### src/rtl/sb_tx_sched_pkg.sv
// Shared types and constants for the sideband TX message scheduler.
package sb_tx_sched_pkg;
  typedef enum logic [1:0] {IDLE, WAIT_HDR, WAIT_DATA, DONE} state_t;

  localparam int SB_HDR_W  = 62;
  localparam int SB_DATA_W = 64;

  localparam int SRC_LTSM = 0;
  localparam int SRC_CPL  = 1;
  localparam int SRC_REG  = 2;
endpackage

### src/rtl/sb_rr_arbiter.sv
// Combinational round-robin pick: first requester at or after ptr wins.
module sb_rr_arbiter #(
  parameter  int N  = 3,
  localparam int IW = (N > 1) ? $clog2(N) : 1
) (
  input  logic [N-1:0]  req,
  input  logic [IW-1:0] ptr,
  output logic [N-1:0]  grant,
  output logic [IW-1:0] idx,
  output logic          valid
);
  logic [IW-1:0] k;

  always_comb begin
    grant = '0;
    idx   = '0;
    valid = 1'b0;
    k     = '0;
    for (int i = 0; i < N; i++) begin
      k = IW'((int'(ptr) + i) % N);
      if (!valid && req[k]) begin
        valid    = 1'b1;
        grant[k] = 1'b1;
        idx      = k;
      end
    end
  end
endmodule

### src/rtl/sb_tx_msg_scheduler.sv
// Shares the sideband framer among message sources: RR arbitration, phase
// tracking of the framer output, per-source ack and a per-phase watchdog.
module sb_tx_msg_scheduler
  import sb_tx_sched_pkg::*;
#(
  parameter  int NUM_SRC        = 3,
  parameter  int TIMEOUT_CYCLES = 1024,
  localparam int IW = (NUM_SRC > 1) ? $clog2(NUM_SRC) : 1,
  localparam int TW = (TIMEOUT_CYCLES > 1) ? $clog2(TIMEOUT_CYCLES) : 1
) (
  input  logic                           i_clk,
  input  logic                           i_rst_n,
  input  logic [NUM_SRC-1:0]             i_req,
  input  logic [NUM_SRC*SB_HDR_W-1:0]    i_header,
  input  logic [NUM_SRC*SB_DATA_W-1:0]   i_data,
  input  logic [NUM_SRC-1:0]             i_has_data,
  input  logic                           i_packet_valid,
  output logic [SB_HDR_W-1:0]            o_header,
  output logic [SB_DATA_W-1:0]           o_data,
  output logic                           o_header_valid,
  output logic                           o_d_valid,
  output logic                           o_data_valid,
  output logic [NUM_SRC-1:0]             o_ack,
  output logic                           o_timeout_err,
  output logic                           o_busy,
  output logic [IW-1:0]                  o_grant_idx
);
  state_t        state, state_nxt;
  logic [IW-1:0] ptr;
  logic [TW-1:0] timer;
  logic [NUM_SRC-1:0] arb_grant;
  logic [IW-1:0] arb_idx;
  logic          arb_valid;
  logic          load, waiting, timer_exp, expire, fin, ack_set, adv_ptr;

  sb_rr_arbiter #(.N(NUM_SRC)) u_arb (
    .req   (i_req),
    .ptr   (ptr),
    .grant (arb_grant),
    .idx   (arb_idx),
    .valid (arb_valid)
  );

  assign timer_exp = (timer == TW'(TIMEOUT_CYCLES - 1));

  always_ff @(posedge i_clk or negedge i_rst_n) begin
    if (!i_rst_n) state <= IDLE;
    else          state <= state_nxt;
  end

  always_comb begin
    state_nxt = state;
    case (state)
      IDLE:      if (arb_valid) state_nxt = WAIT_HDR;
      WAIT_HDR:  if (i_packet_valid) state_nxt = o_data_valid ? WAIT_DATA : DONE;
                 else if (timer_exp) state_nxt = IDLE;
      WAIT_DATA: if (i_packet_valid) state_nxt = DONE;
                 else if (timer_exp) state_nxt = IDLE;
      DONE:      state_nxt = IDLE;
      default:   state_nxt = IDLE;
    endcase
  end

  // o_data_valid doubles as the registered has_data of the active message.
  always_comb begin
    waiting = (state == WAIT_HDR) || (state == WAIT_DATA);
    load    = (state == IDLE) && arb_valid;
    expire  = waiting && !i_packet_valid && timer_exp;
    fin     = i_packet_valid &&
              (((state == WAIT_HDR) && !o_data_valid) || (state == WAIT_DATA));
    ack_set = fin || expire;
    adv_ptr = (state == DONE) || expire;
    o_busy  = (state != IDLE);
  end

  always_ff @(posedge i_clk or negedge i_rst_n) begin
    if (!i_rst_n) begin
      o_header       <= '0;
      o_data         <= '0;
      o_data_valid   <= 1'b0;
      o_grant_idx    <= '0;
      o_header_valid <= 1'b0;
      o_d_valid      <= 1'b0;
      o_timeout_err  <= 1'b0;
      o_ack          <= '0;
      ptr            <= '0;
      timer          <= '0;
    end else begin
      o_header_valid <= load;
      o_d_valid      <= load;
      o_timeout_err  <= expire;
      o_ack          <= ack_set ? (NUM_SRC'(1) << o_grant_idx) : '0;
      if (load) begin
        o_header     <= i_header[int'(arb_idx)*SB_HDR_W +: SB_HDR_W];
        o_data       <= i_has_data[arb_idx] ? i_data[int'(arb_idx)*SB_DATA_W +: SB_DATA_W] : '0;
        o_data_valid <= i_has_data[arb_idx];
        o_grant_idx  <= arb_idx;
      end
      if (adv_ptr)
        ptr <= (int'(o_grant_idx) == NUM_SRC - 1) ? '0 : o_grant_idx + IW'(1);
      if (load || i_packet_valid) timer <= '0;
      else if (waiting)           timer <= timer + TW'(1);
    end
  end
endmodule

### config.mk
export PLATFORM = sky130hd
export DESIGN_NAME = sb_tx_msg_scheduler
export DESIGN_NICKNAME = d
export VERILOG_FILES = /design/src/rtl/sb_tx_sched_pkg.sv /design/src/rtl/sb_rr_arbiter.sv /design/src/rtl/sb_tx_msg_scheduler.sv
export SDC_FILE = /design/constraint.sdc
export NUM_CORES = 1
export LEC_CHECK = 0
export BUFFER_PORTS_ARGS = -buffer_cell sky130_fd_sc_hd__clkbuf_2
export CORE_AREA = 2 2 205 207
export CTS_BUF_LIST = sky130_fd_sc_hd__clkbuf_4
export DETAILED_ROUTE_END_ITERATION = 8
export DIE_AREA = 0 0 207 209
export PLACE_DENSITY = 0.53
export SLEW_MARGIN = 20
export SYNTH_ARGS = -nofsm -noshare
export SYNTH_HDL_FRONTEND = slang
export SYNTH_HIERARCHICAL = 1
export SYNTH_SLANG_ARGS = --single-unit
### constraint.sdc
create_clock -name i_clk -period 2.7 [get_ports i_clk]
set_input_delay 0.135 -clock i_clk [delete_from_list [all_inputs] [get_ports i_clk]]
set_output_delay 0.135 -clock i_clk [all_outputs]
set_load 0.01 [all_outputs]
Word level (Yosys, flattened, before mapping). Cells that the tools add are included.

Output and inout bits: 136. Flip-flop bits (word level): 148. Word-level logic and storage cells: 75. Input bits: 387.

$mul: 1. Mux-type cells: 25. Add/sub/neg operators: 4. Div/mod/pow operators: 3. Reduce and logical (&&, ||, !) cells: 19. $lt $le $gt $ge: 4. Equality and inequality tests: 6. Shifts and indexed selects: 3.

Operators with widths (count): variable part select 192 x 9 -> 64 bit (1); variable part select 186 x 9 -> 62 bit (1); remainder unit 32 x 3 -> 32 bit (second input constant) (2); two-way mux 64 bit (1); remainder unit 3 x 3 -> 32 bit (second input constant) (1); two-way mux 10 bit (2); two-way mux 2 bit (8); < comparator 2 x 3 -> 1 bit (second input constant) (4); adder 10 x 1 -> 10 bit (second input constant) (1); == test 10 bit (second input constant) (1); binary-select mux 1 bit (select 2 bit) (4); two-way mux 1 bit (8); one-hot mux 2 bit (4 select lines) (1); logical AND 1 bit (7); multiplier 2 x 5 -> 7 bit (second input constant) (1); == test 2 bit (second input constant) (3); logical OR 1 bit (5); logical NOT 1 bit (4); nonzero test 2 bit (2); adder 2 x 1 -> 3 bit (second input constant) (1); adder 2 x 2 -> 3 bit (second input constant) (1); two-way mux 3 bit (1); << shifter 1 x 2 -> 3 bit (first input constant) (1); adder 2 x 1 -> 2 bit (second input constant) (1); 3 further kinds (3).

Longest topological paths before layout. Gate-level depths: netlist of run 1.

Depth after elaboration: 13. Gate-level depth with buffers: 14. Depth with buffers taken out: 10.

By module. Netlist of run 1, hierarchy kept.

Modules (own cells, without submodules): sb_tx_msg_scheduler (seq. area each 3703.6 sq um, area an instance 8137.8 sq um, times used 1, cells each 867); sb_rr_arbiter (seq. area each 0.0 sq um, area an instance 347.8 sq um, times used 1, cells each 53).

Least setup slack after synthesis of run 1. Ideal clock, no wire load.

Kind: reg-to-reg. From: register ptr[1]. To: register o_header[0]. Buffers on the path: 4. Cell stages (with the launch flop): 15. Data required time: 2.568 ns. Setup slack: 0.315 ns. Setup time: 0.132 ns. Clock period less this slack: 2.385 ns. Arrival time: 2.253 ns. Cells stage by stage: dfrtp_1 inv_1 ha_1 buf_6 mux2i_2 o22a_4 o2111ai_1 nand3_1 buf_4 buf_4 buf_4 mux2i_1 nor2_1 a21oi_1 o21ai_1.

Longest elaborated chain between the ends: 12. Elaborated cells on any way between the ends: 24. Classes of those cells: add/sub: 2; mul: 1; div: 3; shift: 1; mux: 12; reduce/logical: 5.

Ends and longest elaborated chain: start, declared (line sb_tx_msg_scheduler.sv:29) `logic [IW-1:0] ptr;`; start signal, assigned (line sb_tx_msg_scheduler.sv:100) `ptr <= (int'(o_grant_idx) == NUM_SRC - 1) ? '0 : o_grant_idx + IW'(1);`; branches (longest 9 deep; another with remainder unit 32 x 3 -> 32 bit); two-way mux 2 bit * (line sb_rr_arbiter.sv:21) `if (!valid && req[k]) begin`; named net arb_idx[1] (line sb_tx_msg_scheduler.sv:32) `logic [IW-1:0] arb_idx;`; multiplier 2 x 5 -> 7 bit * (line sb_tx_msg_scheduler.sv:94) `o_header <= i_header[int'(arb_idx)*SB_HDR_W +: SB_HDR_W];`; variable part select 186 x 9 -> 62 bit * (line sb_tx_msg_scheduler.sv:94); end signal, assigned (line sb_tx_msg_scheduler.sv:94); end, declared (line sb_tx_msg_scheduler.sv:18) `output logic [SB_HDR_W-1:0] o_header,`.

Mark *: on every way through the listed nets, which the timed path passes. The select of a mux whose other input is x is not followed. A chain may end at the register's enable or synchronous reset.

Worst setup path after layout of run 1.
From: register ptr[1]. To: register o_data[51].

Longest elaborated chain between the ends: 13. Elaborated cells on any way between the ends: 26. Classes of those cells: add/sub: 2; div: 3; shift: 1; mux: 15; reduce/logical: 5.

Ends and longest elaborated chain: branches (longest 13 deep; another with remainder unit 32 x 3 -> 32 bit); end signal, assigned (line sb_tx_msg_scheduler.sv:95) `o_data <= i_has_data[arb_idx] ? i_data[int'(arb_idx)*SB_DATA_W +: SB_DATA_W] : '0;`; end, declared (line sb_tx_msg_scheduler.sv:19) `output logic [SB_DATA_W-1:0] o_data,`.

Several ways; the timed one is not identified. The select of a mux whose other input is x is not followed.

==> results of run 1 <==
-- state kept, by name, indices dropped and copies added, names as in the netlist --
signal and count:
o_data 64, o_header 62, timer 10, o_ack 3
o_grant_idx 2, ptr 2, state 2, o_d_valid 1
o_data_valid 1, o_timeout_err 1
-- cells in the final DEF (no fill, tap or decap), types with 3 or more instances in the layout --
cell           instances
inv_6                  4
mux2i_1              126
dfrtp_1              148
buf_12                16
clkbuf_16              4
xor2_1                 3
diode_2                3
ha_2                   3
buf_4                 36
nand2b_1               3
nand3_1                4
nand2_1              136
clkinv_4               3
nor2_1                79
a22o_1                64
o21ai_1               74
dlygate4sd3_1        369
a21oi_1               63
inv_1                  8
nand4_1                3
clkbuf_4              18
clkinvlp_4             3
xnor2_1                5
ha_1                   7
clkbuf_2             521
nor2b_1                5
o21ai_0               55
mux2_1                 4
nor3_1                 5
-- metal layers --
metal | up-vias | wire length, um | track usage [%]
met2 | 621 | 19800 | 30.0
met5 | - | 0 | 0
met3 | 151 | 3290 | 6.07
met1 | 4934 | 15800 | 20.1
met4 | 0 | 1970 | 10.1
li1 | 4961 | - | -
-- per-stage QoR --
step / instances / worst slack (ps) / hold WS, ps
floorplan: 904 / 347 / -161
global placement: 1926 / 139 / 186
detailed placement: 1926 / 22.3 / 197
CTS: 2329 / 6.68 / 3.38
global route: 2350 / -62.6 / 31.5
finish: 2351 / 86.5 / 62.3
-- critical path, stage by stage (launching register included) --
cell and delay [ps]:
dfrtp_1 400, buf_4 140, ha_2 360, inv_1 60, nor2_1 190, o2111ai_4 170
nand3_4 220, buf_4 180, clkbuf_16 190, mux2i_1 250, o21ai_0 120, a22o_1 210
-- how the worst max path moves through the flow --
stage	end	slack [ps]
finish	o_data[51]	90
detailed placement	o_header[7]	20
floorplan	o_header[0]	350
global placement	o_data[39]	140
global route	o_header[38]	-60
CTS	o_header[35]	7
-- area by class of cell --
| class | count | area (um2) |
|---|---|---|
| Antenna cell | 3 | 7.51 |
| Clock buffer | 18 | 135 |
| Clock inverter | 14 | 128 |
| Fill cell | 3954 | 25200 |
| Inverter | 9 | 33.8 |
| Multi-Input combinational cell | 671 | 4340 |
| Sequential cell | 148 | 3700 |
| Tap cell | 539 | 674 |
| Timing Repair Buffer | 949 | 7060 |
-- what timing repair did --
action	4_1_cts	5_1_grt
resized for setup	2	13
hold buffers	369	0
cloned	1	5
endpoints found under the setup margin	20	127
pin swaps	2	4
buffers inserted	1	14
hold endpoints to repair	280	0
-- power by group through the flow --
stage               Sequential, mW  Clock [mW]  Combinational [mW]
global placement              3.61           0                8.90
detailed placement            3.60           0                9.01
finish                        3.58        1.39                10.3
global route                  3.68        1.58                11.2
floorplan                     3.90           0                5.55
CTS                           3.58        1.49                9.55
==> impl_metrics.csv, run 1 <==
group,metric,value,unit
status,status,"finished clean",
sta,finalSetupViolations,0,
critical_path,path_class,"register to register",
critical_path,start_kind,"register",
pwr,p_per_area,950,mW/mm2
final_layout,drive_above_1_share,35.0,%
run,cap_viol_max_count,0,
critical_path,regToRegSetupSlack,90,ps
die,ios,523,
sta,hold_viol,0,
cts,cts_sinks,148,
min_path,min_to,"o_data[3]",
final_layout,areaGrowthSynthToFinish,91.8,%
die,num_rows,75,
cts,clkTransAtPathRegs,140,ps
critical_path,crit_start,"ptr[1]",
placed_design,place.gp.congestion,0.885,
route,remaining_drc_errors,0,
global_route,grtUsageTotal,18.0,%
route,route.vias.total,10700,
logic_synthesis,synth_cells,904,
global_route,grt_pass1_vias,11400,
critical_path,critPathMaxFanout,13,
route,ant_nets,0,
pwr,p_int,8.08,mW
sta,maxSlewViolCount,0,
die,die_y,209,um
critical_path,reg2reg_depth,11,
sta,fin_crit_sh,96.8,%
logic_synthesis,syn_avg_cell_area,9.27,um2
route,drtPass1Iterations,5,
cts,root_buffer,"clkbuf_4",
placed_design,placed_cell_area,0.0118,mm2
route,wirelength,40.8,mm
die,core_area,0.0413,mm2
cts,clockBufferDepth,2,
route,drt-initial-drc-count,736,
sta,max_slew.worst_pin.slew,657,ps
critical_path,end_kind,"register",
cts,cts_buffers,17,
pwr,switching_power,7.19,mW
pwr,vdd_ir_drop_max,0.000829,V
logic_synthesis,yosys_warnings,6,
die,dieArea,0.0433,mm2
cts,cts_tree,"built",
pwr,clkPwrFrac,9.1,%
route,viasPerCell,4.54,
final_layout,finish.utilization,38.9,%
global_route,grt_pass1_wl,61.6,mm
min_path,whs_path_depth,4,
route,avgRoutedWirePerCell,17.4,um
pwr,power.leakage,7.77,nW
cts,clk_latency,620,ps
critical_path,worst_ep_arrival_time,3140,ps
die,start_util,20.3,%
global_route,grt_remaining_overflow,0,
logic_synthesis,syn_area,0.00838,mm2
pwr,power_frac_seq,23.4,%
critical_path,reg2reg_from,"ptr[1]",
sta,finalSetupTns,0,ps
pwr,swShare,47.1,%
sta,skew,21.6,ps
placed_design,port_buffers,522,
pwr,power,15.3,mW
die,die_x,207,um
global_route,antenna_found_initial,2,
global_route,grt_max_degree,90,
final_layout,stdcell_area,0.0161,mm2
sta,max-slew-margin-rel,56.2,%
logic_synthesis,synth_nets,1301,
critical_path,reg2reg_to,"o_data[51]",
min_path,worst_hold_startpoint,"i_data[131]",
final_layout,nNetsFinal,2193,
sta,max_freq,0.383,GHz
placed_design,hpwl,24.0,mm
cts,htreeDepth,4,
sta,fin_crit,2610,ps
min_path,hold_path.class,"input port to register",
critical_path,worstPathRequired,3230,ps
pwr,p_comb_share,67.5,%
(Power assumes the default switching activity.)
==> run 2, diff against run 1 <==
CORE_AREA = 2 2 202 204   (was 2 2 205 207)
DIE_AREA = 0 0 204 206   (was 0 0 207 209)
PLACE_DENSITY = 0.54   (was 0.53)
SYNTH_HIERARCHICAL = not set   (was 1)
==> run 2 against run 1 <==
  * Worst setup slack better by 54 ps
  * Critical path depth unchanged
  * Total power is 14% higher
  * Synthesized cell count grew 11%
  * First-iteration DRC count rose by 4.2%
  * Clock-buffer cell count did not move
  * Wire length is 7.4% higher
  * Design area up 2.0%
  * Fmax increased by 2.1%
  * Critical path type unchanged
  * Critical endpoint is now o_data[22]
  * Highest routed layer is now met5
==> impl_metrics.csv, run 2 <==
group,metric,value,unit
logic_synthesis,synth_edf_count,0,
sta,fin_crit_sh,94.8,%
logic_synthesis,yosys.area_share.xor_xnor,0.903,%
logic_synthesis,synth_common_cells,"155 x o21ai_0, 148 x dfrtp_1, 137 x nand2_1",
cts,clockBufferDepth,2,
final_layout,num-fill-cells,3943,
critical_path,regToRegSetupSlack,140,ps
sta,skew,24.2,ps
pwr,p_per_area,1060,mW/mm2
critical_path,critPathTopFamily,"compound AO/OA/AOI/OAI gates",
sta,hold_slack,69.2,ps
logic_synthesis,syn_avg_cell_area,8.69,um2
critical_path,critPathMaxFanout,39,
placed_design,port_buffers,522,
placed_design,hpwl,28.0,mm
route,drtPass1Iterations,5,
critical_path,crit_chain,"inv_2 > ha_2 > buf_4 > nor3b_2 > o211ai_1 > nand3_4 > buf_12 > buf_12 > and3_1 > a211oi_1 > o31ai_2",
cts,root_buffer,"clkbuf_4",
route,route.met2.wl,21.7,mm
cts,htreeDepth,4,
final_layout,areaGrowthSynthToFinish,88.0,%
final_layout,regMostFlops,"o_data",
route,topRoutingLayerUsed,"met5",
sta,hold_viol,0,
route,ant_nets,0,
final_layout,drive_above_1_share,34.9,%
die,die_x,204,um
sta,max_slew.worst_pin.slew,527,ps
final_layout,nNetsFinal,2262,
pwr,power_frac_seq,21.4,%
global_route,grt_remaining_overflow,0,
logic_synthesis,synth-async-reset-ratio,100,%
pwr,power.leakage,7.98,nW
route,viasPerCell,4.83,
final_layout,final_common_cell,"clkbuf_2",
logic_synthesis,synth_nets,1401,
logic_synthesis,synthAdderAreaFrac,1.43,%
global_route,grt_pass1_wl,64.8,mm
pwr,switching_power,8.86,mW
critical_path,path_class,"register to register",
logic_synthesis,synth.area.mux_share,1.10,%
pwr,swShare,50.7,%
sta,finalSetupViolations,0,
run,cap_viol_max_count,0,
die,start_util,21.7,%
final_layout,largest_register_ffs,64,
cts,cts_sinks,148,
critical_path,worst_ep_arrival_time,3050,ps
critical_path,slowest_delay,420,ps
critical_path,end_kind,"register",
route,avgRoutedWirePerCell,18.1,um
route,remaining_drc_errors,0,
final_layout,reg_top3,"o_data x64, o_header x62, timer x10",
logic_synthesis,syn_area,0.00872,mm2
route,drt-initial-drc-count,767,
logic_synthesis,synthFlopType,"dfrtp_1",
route,route.vias.total,11700,
die,num_rows,74,
logic_synthesis,synth_cells,1004,
logic_synthesis,synth_largest_area_cell,"dfrtp_1",
logic_synthesis,synth_top_area_share,42.4,%
critical_path,worstPathRequired,3190,ps
logic_synthesis,yosys_warnings,0,
logic_synthesis,ys_types,45,
sta,finalSetupTns,0,ps
die,ios,523,
sta,max_freq,0.391,GHz
pwr,p_int,8.60,mW
cts,cts_buffers,17,
global_route,grtUsageTotal,19.8,%
critical_path,critPathMostFrequentCell,"buf_12",
logic_synthesis,synth_top_family_by_area,"compound AO/OA/AOI/OAI gates",
logic_synthesis,ys_ff_latch,148,
die,dieArea,0.0420,mm2
min_path,hold_path.class,"input port to register",
critical_path,slowest_stage,"dfrtp_1",
critical_path,start_kind,"register",
logic_synthesis,synth.most_common_cell,"o21ai_0",
sta,max-slew-margin-rel,64.9,%
die,die_y,206,um
status,status,"finished clean",
placed_design,place.gp.congestion,0.900,
cts,clkTransAtPathRegs,130,ps
critical_path,worst-path-buf-inv,4,
pwr,clkPwrFrac,9.0,%
final_layout,layout_common_cells,"521 x clkbuf_2, 377 x dlygate4sd3_1, 155 x o21ai_0",
die,core_area,0.0402,mm2
cts,cts_tree,"built",
cts,clk_latency,620,ps
sta,rsz0062_at_grt,"true",
logic_synthesis,yosys-top-cells-area,"dfrtp_1 42%, a211oi_1 11%, and3_1 9.2%, o21ai_0 8.9%, nand2_1 5.9%",
pwr,vdd_ir_drop_max,0.000652,V
logic_synthesis,synthSimpleGateAreaFrac,18.1,%
route,wl_met3,3.19,mm
pwr,p_comb_share,69.5,%
global_route,grt_pass1_vias,12000,
sta,fin_crit,2560,ps
logic_synthesis,synth_compound_area_share,29.3,%
global_route,antenna_found_initial,8,
logic_synthesis,ys_seq_area_share,42.4,%
route,wirelength,43.8,mm
sta,maxSlewViolCount,0,
route,drt-met1-wl,17.2,mm
global_route,grt_max_degree,84,
run 2: worst register-to-register path, delay by kind of cell, from the launching register on:
family	cells	cell delay, ps
AO/OA/AOI/OAI	3	770
buffers and inverters	4	570
AND/OR/NAND/NOR	3	480
flip-flops	1	420
adder cells (fa/ha/maj)	1	200
run 2: path summary, 6_finish.rpt:
kind | start | endpoint | cells past startpoint
worst min-delay path | i_data[64] | o_data[0] | 4
worst min register to register | o_data[8] | o_data[8] | 2
max in group asynchronous | i_rst_n | o_header[36] | 4
worst max-delay path | ptr[1] | o_data[22] | 11
min in group asynchronous | i_rst_n | o_data[9] | 4
worst max register to register | ptr[1] | o_data[22] | 11
run 2: cells by family after synthesis:
logic type | after synthesis
adder cells (fa/ha/maj) | 10
AO/OA/AOI/OAI | 400
flip-flops | 148
XOR/XNOR | 9
AND/OR/NAND/NOR | 311
multiplexers | 9
buffers and inverters | 117
run 2: metal layers:
layer  vias up  global-route usage, %
met2       610                   34.2
met5         -                      0
met1      5500                   22.8
li1       5424                      -
met3       127                   5.05
met4         4                   9.81
run 2: per-stage QoR:
step / setup WS (ps) / cells / total power, mW / utilization (%) / instance area, um2
global placement: -43.1 / 1995 / 14.7 / 30.0 / 12100
global route: -29.9 / 2415 / 18.8 / 40.8 / 16400
floorplan: 364 / 1004 / 10.5 / - / 8720
CTS: 11.6 / 2404 / 17.1 / 40.3 / 16200
finish: 141 / 2416 / 17.5 / 40.8 / 16400
detailed placement: -95.4 / 1995 / 14.9 / 30.0 / 12100
run 2: cell type report:
class | instances | area, um2 | share of cell area (%)
diodes | 7 | 17.5 | 0.107
clock inverters | 13 | 156 | 0.954
clock buffers | 18 | 135 | 0.824
flip-flops and latches | 148 | 3700 | 22.6
well taps | 532 | 666 | 4.06
repair buffers | 948 | 7020 | 42.8
inverters | 10 | 38.8 | 0.237
multi-input cells | 740 | 4670 | 28.5
run 2: what timing repair did:
item,CTS,global route
endpoints found under the hold margin,289,0
cloned,0,1
setup endpoints to repair,48,111
pin swaps,0,8
buffers inserted,0,4
gates resized for setup,9,31
hold buffers,378,0
run 2: power groups by stage:
stage,Clock (mW),Combinational [mW],Sequential [mW]
floorplan,0,6.46,4.07
global placement,0,11.0,3.76
detailed placement,0,11.1,3.77
CTS,1.66,11.7,3.74
global route,1.74,13.3,3.85
finish,1.57,12.1,3.74
